[src/rtl/alu_pkg.sv]
// Shared types for the ALU issuer: opcodes, NZCV flag layout and FSM states.
package alu_pkg;

  typedef enum logic [2:0] {
    OP_ADD = 3'b000,
    OP_SUB = 3'b001,
    OP_AND = 3'b010,
    OP_OR  = 3'b011,
    OP_DIV = 3'b100,
    OP_MUL = 3'b101,
    OP_SHL = 3'b110,
    OP_SRA = 3'b111
  } alu_op_t;

  typedef struct packed {
    logic n;
    logic z;
    logic c;
    logic v;
  } alu_flags_t;

  typedef enum logic [1:0] {
    IDLE,
    EXEC,
    RESP
  } issuer_state_t;

  localparam logic [15:0] STAT_MAX = 16'hFFFF;

endpackage

[src/rtl/alu_regfile.sv]
// Register file: NREGS x WIDTH, two combinational read ports, two write
// ports. Port 0 (writeback) wins over port 1 (load) on the same address.
module alu_regfile #(
  parameter int unsigned WIDTH = 4,
  parameter int unsigned NREGS = 4,
  localparam int unsigned AW = $clog2(NREGS)
) (
  input  logic             clk,
  input  logic             rst_n,
  input  logic [AW-1:0]    rd_addr_a,
  output logic [WIDTH-1:0] rd_data_a,
  input  logic [AW-1:0]    rd_addr_b,
  output logic [WIDTH-1:0] rd_data_b,
  input  logic             wr_en0,
  input  logic [AW-1:0]    wr_addr0,
  input  logic [WIDTH-1:0] wr_data0,
  input  logic             wr_en1,
  input  logic [AW-1:0]    wr_addr1,
  input  logic [WIDTH-1:0] wr_data1
);
  import alu_pkg::*;

  logic [WIDTH-1:0] mem [NREGS];

  assign rd_data_a = mem[rd_addr_a];
  assign rd_data_b = mem[rd_addr_b];

  // Per-entry write with writeback priority over the load port.
  always_ff @(posedge clk) begin
    for (int unsigned i = 0; i < NREGS; i++) begin
      if (!rst_n) begin
        mem[i] <= '0;
      end else if (wr_en0 && wr_addr0 == AW'(i)) begin
        mem[i] <= wr_data0;
      end else if (wr_en1 && wr_addr1 == AW'(i)) begin
        mem[i] <= wr_data1;
      end
    end
  end

endmodule

[src/rtl/alu_issuer.sv]
// Sequential front end for the combinational 4-bit ALU: accepts a command,
// presents registered operands, captures result/flags, writes back and
// returns a response. Optional macro ALU_ISSUER_STATS_EN adds saturating
// op/error counters (stat_ops, stat_errs).
module alu_issuer #(
  parameter int unsigned WIDTH = 4,
  parameter int unsigned NREGS = 4,
  localparam int unsigned AW = $clog2(NREGS)
) (
  input  logic             clk,
  input  logic             rst_n,
  input  logic             cmd_valid,
  output logic             cmd_ready,
  input  logic [2:0]       cmd_op,
  input  logic [AW-1:0]    cmd_ra,
  input  logic [AW-1:0]    cmd_rb,
  input  logic [AW-1:0]    cmd_rd,
  input  logic             cmd_setflags,
  input  logic             load_en,
  input  logic [AW-1:0]    load_addr,
  input  logic [WIDTH-1:0] load_data,
  output logic [WIDTH-1:0] alu_a,
  output logic [WIDTH-1:0] alu_b,
  output logic [2:0]       alu_control,
  input  logic [WIDTH-1:0] alu_result,
  input  logic             alu_overflow,
  input  logic             alu_carry,
  input  logic             alu_negative,
  input  logic             alu_zero,
  output logic             rsp_valid,
  input  logic             rsp_ready,
  output logic [WIDTH-1:0] rsp_data,
  output logic [3:0]       rsp_flags,
  output logic             rsp_err,
  output logic [3:0]       flags_q
`ifdef ALU_ISSUER_STATS_EN
  ,
  output logic [15:0]      stat_ops,
  output logic [15:0]      stat_errs
`endif
);
  import alu_pkg::*;

  issuer_state_t    state;
  logic [AW-1:0]    rd_q;
  logic             setflags_q;
  logic [WIDTH-1:0] ra_data;
  logic [WIDTH-1:0] rb_data;
  logic             err;
  logic             wb_en;
  alu_flags_t       alu_flags;

  assign alu_flags = '{n: alu_negative, z: alu_zero, c: alu_carry, v: alu_overflow};
  assign err       = (alu_op_t'(alu_control) == OP_DIV) && (alu_b == '0);
  assign wb_en     = (state == EXEC) && !err;

  alu_regfile #(
    .WIDTH(WIDTH),
    .NREGS(NREGS)
  ) u_regfile (
    .clk       (clk),
    .rst_n     (rst_n),
    .rd_addr_a (cmd_ra),
    .rd_data_a (ra_data),
    .rd_addr_b (cmd_rb),
    .rd_data_b (rb_data),
    .wr_en0    (wb_en),
    .wr_addr0  (rd_q),
    .wr_data0  (alu_result),
    .wr_en1    (load_en),
    .wr_addr1  (load_addr),
    .wr_data1  (load_data)
  );

  // Issue FSM: IDLE accepts, EXEC captures ALU output, RESP holds response.
  always_ff @(posedge clk) begin
    if (!rst_n) begin
      state       <= IDLE;
      cmd_ready   <= 1'b1;
      alu_a       <= '0;
      alu_b       <= '0;
      alu_control <= '0;
      rd_q        <= '0;
      setflags_q  <= 1'b0;
      rsp_valid   <= 1'b0;
      rsp_data    <= '0;
      rsp_flags   <= '0;
      rsp_err     <= 1'b0;
      flags_q     <= '0;
    end else begin
      case (state)
        IDLE: begin
          if (cmd_valid) begin
            alu_a       <= ra_data;
            alu_b       <= rb_data;
            alu_control <= cmd_op;
            rd_q        <= cmd_rd;
            setflags_q  <= cmd_setflags;
            cmd_ready   <= 1'b0;
            state       <= EXEC;
          end
        end
        EXEC: begin
          rsp_flags <= alu_flags;
          rsp_valid <= 1'b1;
          if (err) begin
            rsp_data <= '0;
            rsp_err  <= 1'b1;
          end else begin
            rsp_data <= alu_result;
            rsp_err  <= 1'b0;
            if (setflags_q) begin
              flags_q <= alu_flags;
            end
          end
          state <= RESP;
        end
        RESP: begin
          if (rsp_ready) begin
            rsp_valid <= 1'b0;
            cmd_ready <= 1'b1;
            state     <= IDLE;
          end
        end
        default: begin
          state     <= IDLE;
          cmd_ready <= 1'b1;
          rsp_valid <= 1'b0;
        end
      endcase
    end
  end

`ifdef ALU_ISSUER_STATS_EN
  // Saturating counters of completed operations and division-by-zero errors.
  always_ff @(posedge clk) begin
    if (!rst_n) begin
      stat_ops  <= '0;
      stat_errs <= '0;
    end else if (state == EXEC) begin
      if (stat_ops != STAT_MAX) begin
        stat_ops <= stat_ops + 16'd1;
      end
      if (err && stat_errs != STAT_MAX) begin
        stat_errs <= stat_errs + 16'd1;
      end
    end
  end
`endif

endmodule
[config.mk]
export PLATFORM = sky130hd
export DESIGN_NAME = alu_issuer
export DESIGN_NICKNAME = d
export VERILOG_FILES = /design/src/rtl/alu_pkg.sv /design/src/rtl/alu_regfile.sv /design/src/rtl/alu_issuer.sv
export SDC_FILE = /design/constraint.sdc
export NUM_CORES = 1
export LEC_CHECK = 0
export BUFFER_PORTS_ARGS = -buffer_cell sky130_fd_sc_hd__buf_4
export CORE_UTILIZATION = 55
export CTS_BUF_LIST = sky130_fd_sc_hd__clkbuf_4
export CTS_CLUSTER_SIZE = 16
export DETAILED_ROUTE_END_ITERATION = 8
export GPL_ROUTABILITY_DRIVEN = 0
export PLACE_DENSITY_LB_ADDON = 0.2
export SLEW_MARGIN = 25
export SYNTH_ARGS = -nofsm -noshare
export SYNTH_HDL_FRONTEND = slang
export SYNTH_SLANG_ARGS = --single-unit
[constraint.sdc]
create_clock -name clk -period 2.1 [get_ports clk]
set_input_delay 0.42 -clock clk [delete_from_list [all_inputs] [get_ports clk]]
set_output_delay 0.42 -clock clk [all_outputs]
set_load 0.005 [all_outputs]
==> results of run 1 <==
[worst max-delay path, delay by kind of cell (launching register included)]
| family | cells | cell delay, ns |
|---|---|---|
| and+or+nand+nor | 2 | 0.98 |
| AOI/OAI and AO/OA | 1 | 0.37 |
| DFF | 1 | 0.36 |
[cells by family (layout without fill, tap and decap cells)]
family / count (synthesis) / count (layout) / share of synthesized area
DFF: 47 / 47 / 0.475
AOI/OAI and AO/OA: 32 / 32 / 0.126
and+or+nand+nor: 84 / 84 / 0.181
muxes: 34 / 34 / 0.190
buffers and inverters: 15 / 73 / 0.0270
[path summary, 6_finish.rpt]
check	end	slack [ns]	cells after the start
hold reg to reg	alu_a[0]	0.47	2
hold / removal	flags_q[0]	0.31	3
setup / recovery	u_regfile.mem[2][0]	0.14	3
setup reg to reg	u_regfile.mem[2][0]	0.14	3
[through the flow]
stage          instances   util  total power [mW]  cell area, sq um  worst slack (ns)
2_1_floorplan        212      -              1.22              2320             0.272
3_3_place_gp         312  0.695              1.35              2800             0.209
3_5_place_dp         312  0.695              1.36              2800             0.164
4_1_cts              320  0.710              1.79              2860             0.146
5_1_grt              320  0.710              1.86              2860             0.104
6_report             320  0.710              1.78              2860             0.145
[routing by layer]
metal / GRT usage / part of all wire
met1: 0.301 / 0.46
met2: 0.381 / 0.48
met3: 0.0616 / 0.053
met4: 0.0665 / 0.0065
met5: 0 / 0
[sequential cells by signal, summed over array words and instances, names as in the netlist]
name	flops
rsp_flags	4
rd_q	2
u_regfile.mem	16
cmd_ready	1
alu_control	3
setflags_q	1
state	2
alu_a	4
rsp_valid	1
alu_b	4
flags_q	4
rsp_data	4
rsp_err	1
[cell usage in the layout (no fill, tap or decap), drive strengths merged, types with 3 or more instances in the layout]
| master | Yosys | layout |
|---|---|---|
| buf | 5 | 64 |
| edfxtp | 16 | 16 |
| o211ai | 4 | 4 |
| nand2 | 47 | 47 |
| a21boi | 9 | 9 |
| dfxtp | 31 | 31 |
| clkbuf | 9 | 7 |
| mux2i | 26 | 26 |
| nand3b | 4 | 4 |
| nor2b | 10 | 10 |
| and3 | 4 | 4 |
| nand3 | 6 | 6 |
| mux4 | 8 | 8 |
| o2bb2ai | 8 | 8 |
| o21ai | 3 | 3 |
[power breakdown]
group	leakage [nW]	internal [mW]	total, mW	switching [mW]
clock	0.0367	0.160	0.436	0.277
sequential	0.423	0.995	1.03	0.0395
combinational	0.655	0.162	0.305	0.143
[final cells by class]
type                       instances  area [sq um]
tap                               50          62.6
timing repair buffer              64           480
multi-input combinational        150          1150
sequential                        47          1100
clock inverter                     1          6.26
inverter                           1          3.75
fill                             332          1170
clock buffer                       7          52.6
==> out/results.ini, run 1 <==
[outcome]
status=complete, no violations

[worst_setup_path]
r2r-start=alu_control[1]
cpPeakStageDelay_ns=0.67
arrival_ns=2.07
critPathKind=register to register
cp.required_ns=2.22
cp_cell_sequence=or4b_1 -> o2111a_2 -> or2_1
cp-start-kind=register
startpoint=alu_control[1]
end_kind=register
slowest_stage=or4b_1
path_max_fanout=6

[drt]
antenna_left=0
wl_um=4780
drc=0
firstDrtPassIters=4
vias_per_cell=5.60
wl_per_cell_um=14.9
drtIter0Drc=87
num_vias=1793

[min_path]
min_from=alu_overflow
hold_class=input pin to register

[power_and_ir_drop]
p_leak_nw=1.11
ir_worst_vdd_v=0.000321
power.density_nw_per_um2=621

[synth]
yosysWarnings=0
async_flop_share=0
yosysMostFrequentCell=nand2_1
ys.flop_type=dfxtp_1
yosysSeqAreaShare=0.475
syn-num-nets=241
synthCells=212
synth_area_leaders=dfxtp_1 27%, edfxtp_1 21%, mux2i_1 11%, mux4_2 7.8%, nand2_1 7.6%
synth_seq_cells=47
synth.distinct_cells=33
synth_edf_count=16
synth_commonest_cells=47 x nand2_1, 31 x dfxtp_1, 26 x mux2i_1
synth_top_cell_area_share=0.268
synth_area_leader_cell=dfxtp_1
netlist_area_sq_um=2320
avgSynthCellArea_sq_um=10.9

[floorplan]
die_y_um=66.9
ios=55
core-area_sq_um=4030
start_util=0.575
dieWidth_um=66.9
die_area_sq_um=4470
fp-row-count=23

[final_layout]
drive_above_1_share=0.322
fin_nets=298
diodes=0
synthToLayoutAreaGrowth_pct=23.4

[cts]
htreeDepth=2
postCtsHoldBufs=0
cts_tree=done
post_cts_resized=0
cts_buffers=5
clock_latency_ns=0.36
post_cts_buffers=0
root_buffer=clkbuf_4
clk_pin_slew_ns=0.13
cts_buffer_depth=2
cts_num_sinks=47

[grt]
antenna_found_initial=0
grt_pass1_vias=1603
grt_overflow=0
grt_max_degree=33
grt.total_usage=0.233
grt_pass1_wl_um=7580

[place]
io_buffers=54
dp_hpwl_um=3700

[timing]
fin_worst_hold_slack_ns=0.307
fin_setup_tns_ns=0
period_minus_slack_ns=1.96
finalSetupViolCount=0
worst_slew_pin_slew_ns=0.458
slew_violations=0
relSlewSlack=0.693
rsz0062_at_grt=false
period_share=0.931
hold_viol_final=0
fin_worst_skew_ns=0.0183
max_freq_mhz=511

[job]
drv_cap=0

(Power assumes the default switching activity.)
==> run 2: changes to the inputs <==
--- a/config.mk
+++ b/config.mk
@@ -11,8 +11,10 @@
 export CTS_CLUSTER_SIZE = 16
 export DETAILED_ROUTE_END_ITERATION = 8
 export GPL_ROUTABILITY_DRIVEN = 0
+export GPL_TIMING_DRIVEN = 0
 export PLACE_DENSITY_LB_ADDON = 0.2
 export SLEW_MARGIN = 25
 export SYNTH_ARGS = -nofsm -noshare
 export SYNTH_HDL_FRONTEND = slang
+export SYNTH_HIERARCHICAL = 1
 export SYNTH_SLANG_ARGS = --single-unit
==> out/results.ini, run 2 <==
[drt]
firstDrtPassIters=4  ; unchanged
drc=0  ; unchanged
wl_um=5110  ; +6.9%
vias_per_cell=5.80  ; +3.5%
drtIter0Drc=96  ; +10%
antenna_left=0  ; unchanged
num_vias=1832  ; +2.2%
wl_per_cell_um=16.2  ; +8.3%

[final_layout]
fin_nets=296  ; -0.67%
diodes=0  ; unchanged
drive_above_1_share=0.347  ; +0.0248
mostFrequentLayoutCell=buf_4
regMostFlops=u_regfile/mem
finalNonFillerCells=316  ; -1.3%
nFillCells=273  ; -18%
synthToLayoutAreaGrowth_pct=28.2
fin_util=0.753  ; +0.0430
final_cell_mix=58 x buf_4, 52 x nand2_1, 29 x dfxtp_1
largest_reg_flops=16  ; unchanged

[timing]
slew_violations=0  ; unchanged
period_minus_slack_ns=2.03  ; +0.0699 ns
worst_slack_ns=0.0749  ; -0.0699 ns
worst_slew_pin_slew_ns=0.639  ; +0.181 ns
relSlewSlack=0.573  ; -0.120
max_freq_mhz=494  ; -3.4%
period_share=0.964  ; +0.0333
hold_viol_final=0  ; unchanged
fin_worst_skew_ns=0.0235  ; +0.00518 ns
fin_worst_hold_slack_ns=0.270  ; -0.0376 ns
finalSetupViolCount=0  ; unchanged

[power_and_ir_drop]
ir_worst_vdd_v=0.000421  ; +31%
power.density_nw_per_um2=675  ; +8.7%
p_leak_nw=1.09  ; -1.8%
finalPower_mw=1.90  ; +7.1%

[min_path]
hold_end=setflags_q
hold_class=input pin to register
min_from=cmd_setflags
whs_path_depth=3  ; unchanged

[grt]
use_met3=0.0625  ; +0.000856
antenna_found_initial=0  ; unchanged
grt_overflow=0  ; unchanged
grt_pass1_wl_um=8350  ; +10%
use_met1=0.314  ; +0.0130
grt.total_usage=0.266  ; +0.0327
grt_util_met2=0.469  ; +0.0878
grt.busiest_layer=met2
grt_max_degree=17  ; -48%
grt_pass1_vias=1720  ; +7.3%

[synth]
synth_area_leader_cell=dfxtp_1
synth_area_leaders=dfxtp_1 28%, edfxtp_1 22%, nand2_1 9.2%, mux4_2 8.2%, a32o_1 7.3%
avgSynthCellArea_sq_um=10.7  ; -2.4%
synth_commonest_cells=54 x nand2_1, 31 x dfxtp_1, 19 x a21boi_1
netlist_area_sq_um=2200  ; -5.1%
yosysMostFrequentCell=nand2_1
syn-num-nets=235  ; -2.5%
async_flop_share=0  ; unchanged
synth.distinct_cells=35  ; +6.1%
synth_top_cell_area_share=0.282  ; +0.0145
synth_seq_cells=47  ; unchanged
yosysWarnings=6  ; +6
synth_edf_count=16  ; unchanged
ys.flop_type=dfxtp_1
synthCells=206  ; -2.8%
yosysSeqAreaShare=0.501  ; +0.0257

[floorplan]
ios=55  ; unchanged
start_util=0.587  ; +0.0121
dieWidth_um=65.2  ; -2.5%
die_y_um=65.2  ; -2.5%
die_area_sq_um=4250  ; -5.0%
core-area_sq_um=3740  ; -7.1%
fp-row-count=22  ; -4.3%

[place]
dp_cells=308  ; -1.3%
place_ws_ns=-0.139  ; -0.302 ns
io_buffers=54  ; unchanged
dp_hpwl_um=3770  ; +1.9%

[cts]
htreeDepth=2  ; unchanged
root_buffer=clkbuf_4
clk_pin_slew_ns=0.16  ; +0.03 ns
cts_buffers=5  ; unchanged
cts_tree=done
postCtsHoldBufs=0  ; unchanged
cts_buffer_depth=2  ; unchanged
clock_latency_ns=0.39  ; +0.03 ns
cts_num_sinks=47  ; unchanged

[worst_setup_path]
slowest_stage=or4_4
arrival_ns=2.13  ; +0.06 ns
r2r-start=alu_b[2]
cp_top_family=simple AND/OR/NAND/NOR gates
cp-start-kind=register
r2r_slack_ns=0.07  ; -0.07 ns
end_kind=register
r2r_cells=7  ; +4
r2r_end=u_regfile/mem[3][3]
cp.required_ns=2.21  ; about the same
path_max_fanout=6  ; unchanged
cpPeakStageDelay_ns=0.56  ; -0.11 ns
cp_cell_sequence=or4_4 -> nor2_4 -> nor2_2 -> and3_1 -> buf_2 -> a31oi_2 -> nand2_2
critPathKind=register to register
path_buf_inv=1  ; +1

[outcome]
status=complete, no violations

[job]
drv_cap=0  ; unchanged

[run 2: cell types whose count changed after synthesis, moves of 5 or more]
cell,previous run,this run
nand3_1,6,1
o2bb2ai_1,8,0
mux2i_1,26,4
a21boi_1,0,19
a32o_1,0,16
nand2_1,47,54
nor2b_1,10,2
a21boi_0,9,4
[run 2: worst max-delay path by stage]
stage / depth (start not counted) / end / from
4_1_cts: 7 / u_regfile/mem[1][3] / alu_b[2]
6_report: 7 / u_regfile/mem[3][3] / alu_b[2]
2_1_floorplan: 8 / u_regfile/mem[3][0] / alu_b[2]
3_5_place_dp: 7 / u_regfile/mem[0][2] / alu_b[2]
3_3_place_gp: 7 / u_regfile/mem[0][0] / alu_b[2]
5_1_grt: 7 / u_regfile/mem[3][3] / state[1]
[run 2: cell families (layout without fill, tap and decap cells)]
group,Yosys count,after routing,share of synthesized area
AOI/OAI and AO/OA,51,51,0.191
buffers and inverters,17,79,0.0319
DFF,47,47,0.501
muxes,12,12,0.100
and+or+nand+nor,79,79,0.175
[run 2: layout make-up]
cell class	count	area, sq um	share of cell area
multi-input cells	142	1080	0.385
plain buffers	12	47.5	0.0169
clock buffers	5	37.5	0.0133
clock inverters	3	46.3	0.0164
inverters	1	3.75	0.00133
repair buffers	58	435	0.155
well taps	48	60.1	0.0213
flip-flops and latches	47	1100	0.392
[run 2: timing repair]
item	CTS	global route
endpoints found under the setup margin	28	32
resized for setup	10	9
pin swaps	4	1
setup buffers	3	1
cloned	0	0
[run 2: worst register-to-register path: stages (launching register included)]
cell and delay (ns):
dfxtp_2 0.35, or4_4 0.56, nor2_4 0.14, nor2_2 0.06, and3_1 0.17, buf_2 0.17, a31oi_2 0.17, nand2_2 0.12
[run 2: stage by stage]
stage / instance area, sq um / setup TNS, ns
5_1_grt: 2820 / -0.00837
4_1_cts: 2800 / -0.000568
3_5_place_dp: 2660 / -1.17
2_1_floorplan: 2200 / 0
3_3_place_gp: 2660 / -0.791
6_report: 2820 / 0
[run 2: layer usage]
metal  part of all wire  wire, um
met5                  0         0
met4              0.014        70
met3              0.049       253
met2               0.52      2640
met1               0.42      2150
[run 2: power by group]
| group | leakage, nW | switching [mW] | internal (mW) |
|---|---|---|---|
| sequential | 0.423 | 0.0321 | 0.993 |
| combinational | 0.629 | 0.154 | 0.155 |
| clock | 0.0418 | 0.313 | 0.255 |
| total | 1.09 | 0.499 | 1.40 |
==> run 3: changes to the inputs <==
--- a/config.mk
+++ b/config.mk
@@ -5,7 +5,9 @@
 export SDC_FILE = /design/constraint.sdc
 export NUM_CORES = 1
 export LEC_CHECK = 0
-export BUFFER_PORTS_ARGS = -buffer_cell sky130_fd_sc_hd__buf_4
+export ABC_AREA = 1
+export ABC_CLOCK_PERIOD_IN_PS = 2100
+export BUFFER_PORTS_ARGS = -buffer_cell sky130_fd_sc_hd__buf_2
 export CORE_UTILIZATION = 55
 export CTS_BUF_LIST = sky130_fd_sc_hd__clkbuf_4
 export CTS_CLUSTER_SIZE = 16
==> out/results.ini, run 3 <==
[outcome]
status=complete, no violations

[synth]
synth_top_cell_area_share=0.271  ; -0.0116
synth_edf_count=16  ; unchanged
synthCells=304  ; +48%
yosysSeqAreaShare=0.481  ; -0.0205
netlist_area_sq_um=2290  ; +4.3%
avgSynthCellArea_sq_um=7.54  ; -29%
synth_area_leader_cell=dfxtp_1
yosysMostFrequentCell=nand2_1
syn-num-nets=333  ; +42%
async_flop_share=0  ; unchanged
ys.flop_type=dfxtp_1
synth_commonest_cells=65 x nand2_1, 47 x nor2_1, 35 x o21ai_0
yosysWarnings=6  ; unchanged
synth_area_leaders=dfxtp_1 27%, edfxtp_1 21%, nand2_1 11%, nor2_1 7.7%, o21ai_0 7.6%
synth.distinct_cells=23  ; -34%
synth_seq_cells=47  ; unchanged

[cts]
clk_pin_slew_ns=0.15  ; about the same
cts_num_sinks=47  ; unchanged
htreeDepth=2  ; unchanged
root_buffer=clkbuf_4
clock_latency_ns=0.38  ; about the same
postCtsHoldBufs=0  ; unchanged
cts_buffer_depth=2  ; unchanged
post_cts_resized=0  ; -10
cts_tree=done
cts_buffers=5  ; unchanged
post_cts_buffers=0  ; -3

[final_layout]
fin_nets=394  ; +33%
diodes=0  ; unchanged
finalNonFillerCells=416  ; +32%
synthToLayoutAreaGrowth_pct=17.0
fin_area_sq_um=2680  ; -4.9%
mostFrequentLayoutCell=nand2_1
fin_util=0.670  ; -0.0827
final_cell_mix=65 x nand2_1, 58 x buf_2, 47 x nor2_1
largest_reg_flops=16  ; unchanged
regMostFlops=u_regfile/mem
drive_above_1_share=0.254  ; -0.0929

[floorplan]
die_y_um=66.5  ; +2.0%
fp-row-count=23  ; +4.5%
start_util=0.573  ; -0.0142
ios=55  ; unchanged
die_area_sq_um=4430  ; +4.1%
dieWidth_um=66.5  ; +2.0%
core-area_sq_um=4000  ; +6.9%

[grt]
grt_pass1_vias=1818  ; +5.7%
grt_pass1_wl_um=7950  ; -4.8%
antenna_found_initial=0  ; unchanged
grt_overflow=0  ; unchanged
grt_max_degree=16  ; -1
grt.total_usage=0.245  ; -0.0213

[drt]
wl_um=5010  ; -2.0%
wl_per_cell_um=12.0  ; -26%
drc=0  ; unchanged
firstDrtPassIters=7  ; +3
drtIter0Drc=134  ; +40%
num_vias=2174  ; +19%
antenna_left=0  ; unchanged
vias_per_cell=5.23  ; -9.9%

[worst_setup_path]
cp-start-kind=register
cp_common_cell=inv_2
path_max_fanout=10  ; +4
end_kind=register
arrival_ns=1.95  ; -0.18 ns
cpPeakStageDelay_ns=0.35  ; -0.21 ns
slowest_stage=dfxtp_1
critPathKind=register to register
cp_cell_sequence=inv_2 -> nor2_2 -> buf_6 -> inv_2 -> a21oi_2 -> nand3_2 -> o211ai_1
cp.required_ns=2.13  ; -0.08 ns

[power_and_ir_drop]
p_leak_nw=1.29  ; +18%
power.density_nw_per_um2=667  ; -1.2%
ir_worst_vdd_v=0.000377  ; -10%
finalPower_mw=1.79  ; -6.0%

[timing]
max_freq_mhz=521  ; +5.6%
period_minus_slack_ns=1.92  ; -0.107 ns
slew_violations=0  ; unchanged
rsz0062_at_grt=false
period_share=0.913  ; -0.0511
fin_worst_skew_ns=0.0213  ; -0.00215 ns
finalSetupViolCount=0  ; unchanged
worst_slew_pin_slew_ns=0.438  ; -0.201 ns
fin_setup_tns_ns=0  ; unchanged
relSlewSlack=0.707  ; +0.133
hold_viol_final=0  ; unchanged

[place]
dp_cells=408  ; +32%
placed_area_sq_um=2620  ; -1.5%
io_buffers=54  ; unchanged
dp_hpwl_um=3830  ; +1.6%

[min_path]
hold_class=input pin to register

[job]
drv_cap=0  ; unchanged

run 3: cell type report:
cell class | count | area, sq um
fill | 351 | 1320
sequential | 47 | 1100
multi-input combinational | 212 | 1000
timing repair buffer | 54 | 270
inverter | 38 | 143
tap | 50 | 62.6
buffer | 7 | 46.3
clock buffer | 5 | 37.5
clock inverter | 3 | 18.8
run 3: through the flow:
| step | setup slack [ns] | hold slack (ns) |
|---|---|---|
| global placement | 0.275 | 0.437 |
| floorplan | 0.485 | 0.453 |
| CTS | 0.197 | 0.268 |
| global route | 0.0375 | 0.257 |
| detailed placement | 0.238 | 0.438 |
| finish | 0.182 | 0.277 |
run 3: worst paths after layout:
path	from	end	slack, ns	cells past startpoint
worst min register to register	cmd_ready	cmd_ready	0.47	2
worst min-delay path	cmd_setflags	setflags_q	0.28	3
worst max register to register	state[0]	u_regfile/mem[0][0]	0.18	7
worst max-delay path	state[0]	u_regfile/mem[0][0]	0.18	7
run 3: logic make-up after synthesis:
family / synth area share
and+or+nand+nor: 0.287
AOI/OAI and AO/OA: 0.150
DFF: 0.481
buffers and inverters: 0.0825
run 3: power breakdown:
| part | total, mW | leakage, nW | internal (mW) | switching (mW) |
|---|---|---|---|---|
| clock | 0.435 | 0.0354 | 0.131 | 0.303 |
| combinational | 0.307 | 0.832 | 0.119 | 0.188 |
| sequential | 1.05 | 0.423 | 1.01 | 0.0376 |
run 3: routing by layer:
| layer | GRT usage | routed length, um | up-vias |
|---|---|---|---|
| met5 | 0 | 0 | - |
| met4 | 0.0931 | 66 | 0 |
| met3 | 0.0565 | 269 | 6 |
| met2 | 0.391 | 2380 | 74 |
| met1 | 0.317 | 2300 | 975 |
| li1 | - | - | 1119 |
run 3: worst max-delay path: cells and delay by family (launching register included):
| kind | cells | cell delay, ns |
|---|---|---|
| and+or+nand+nor | 2 | 0.33 |
| DFF | 1 | 0.35 |
| AOI/OAI and AO/OA | 2 | 0.59 |
| buffers and inverters | 3 | 0.30 |
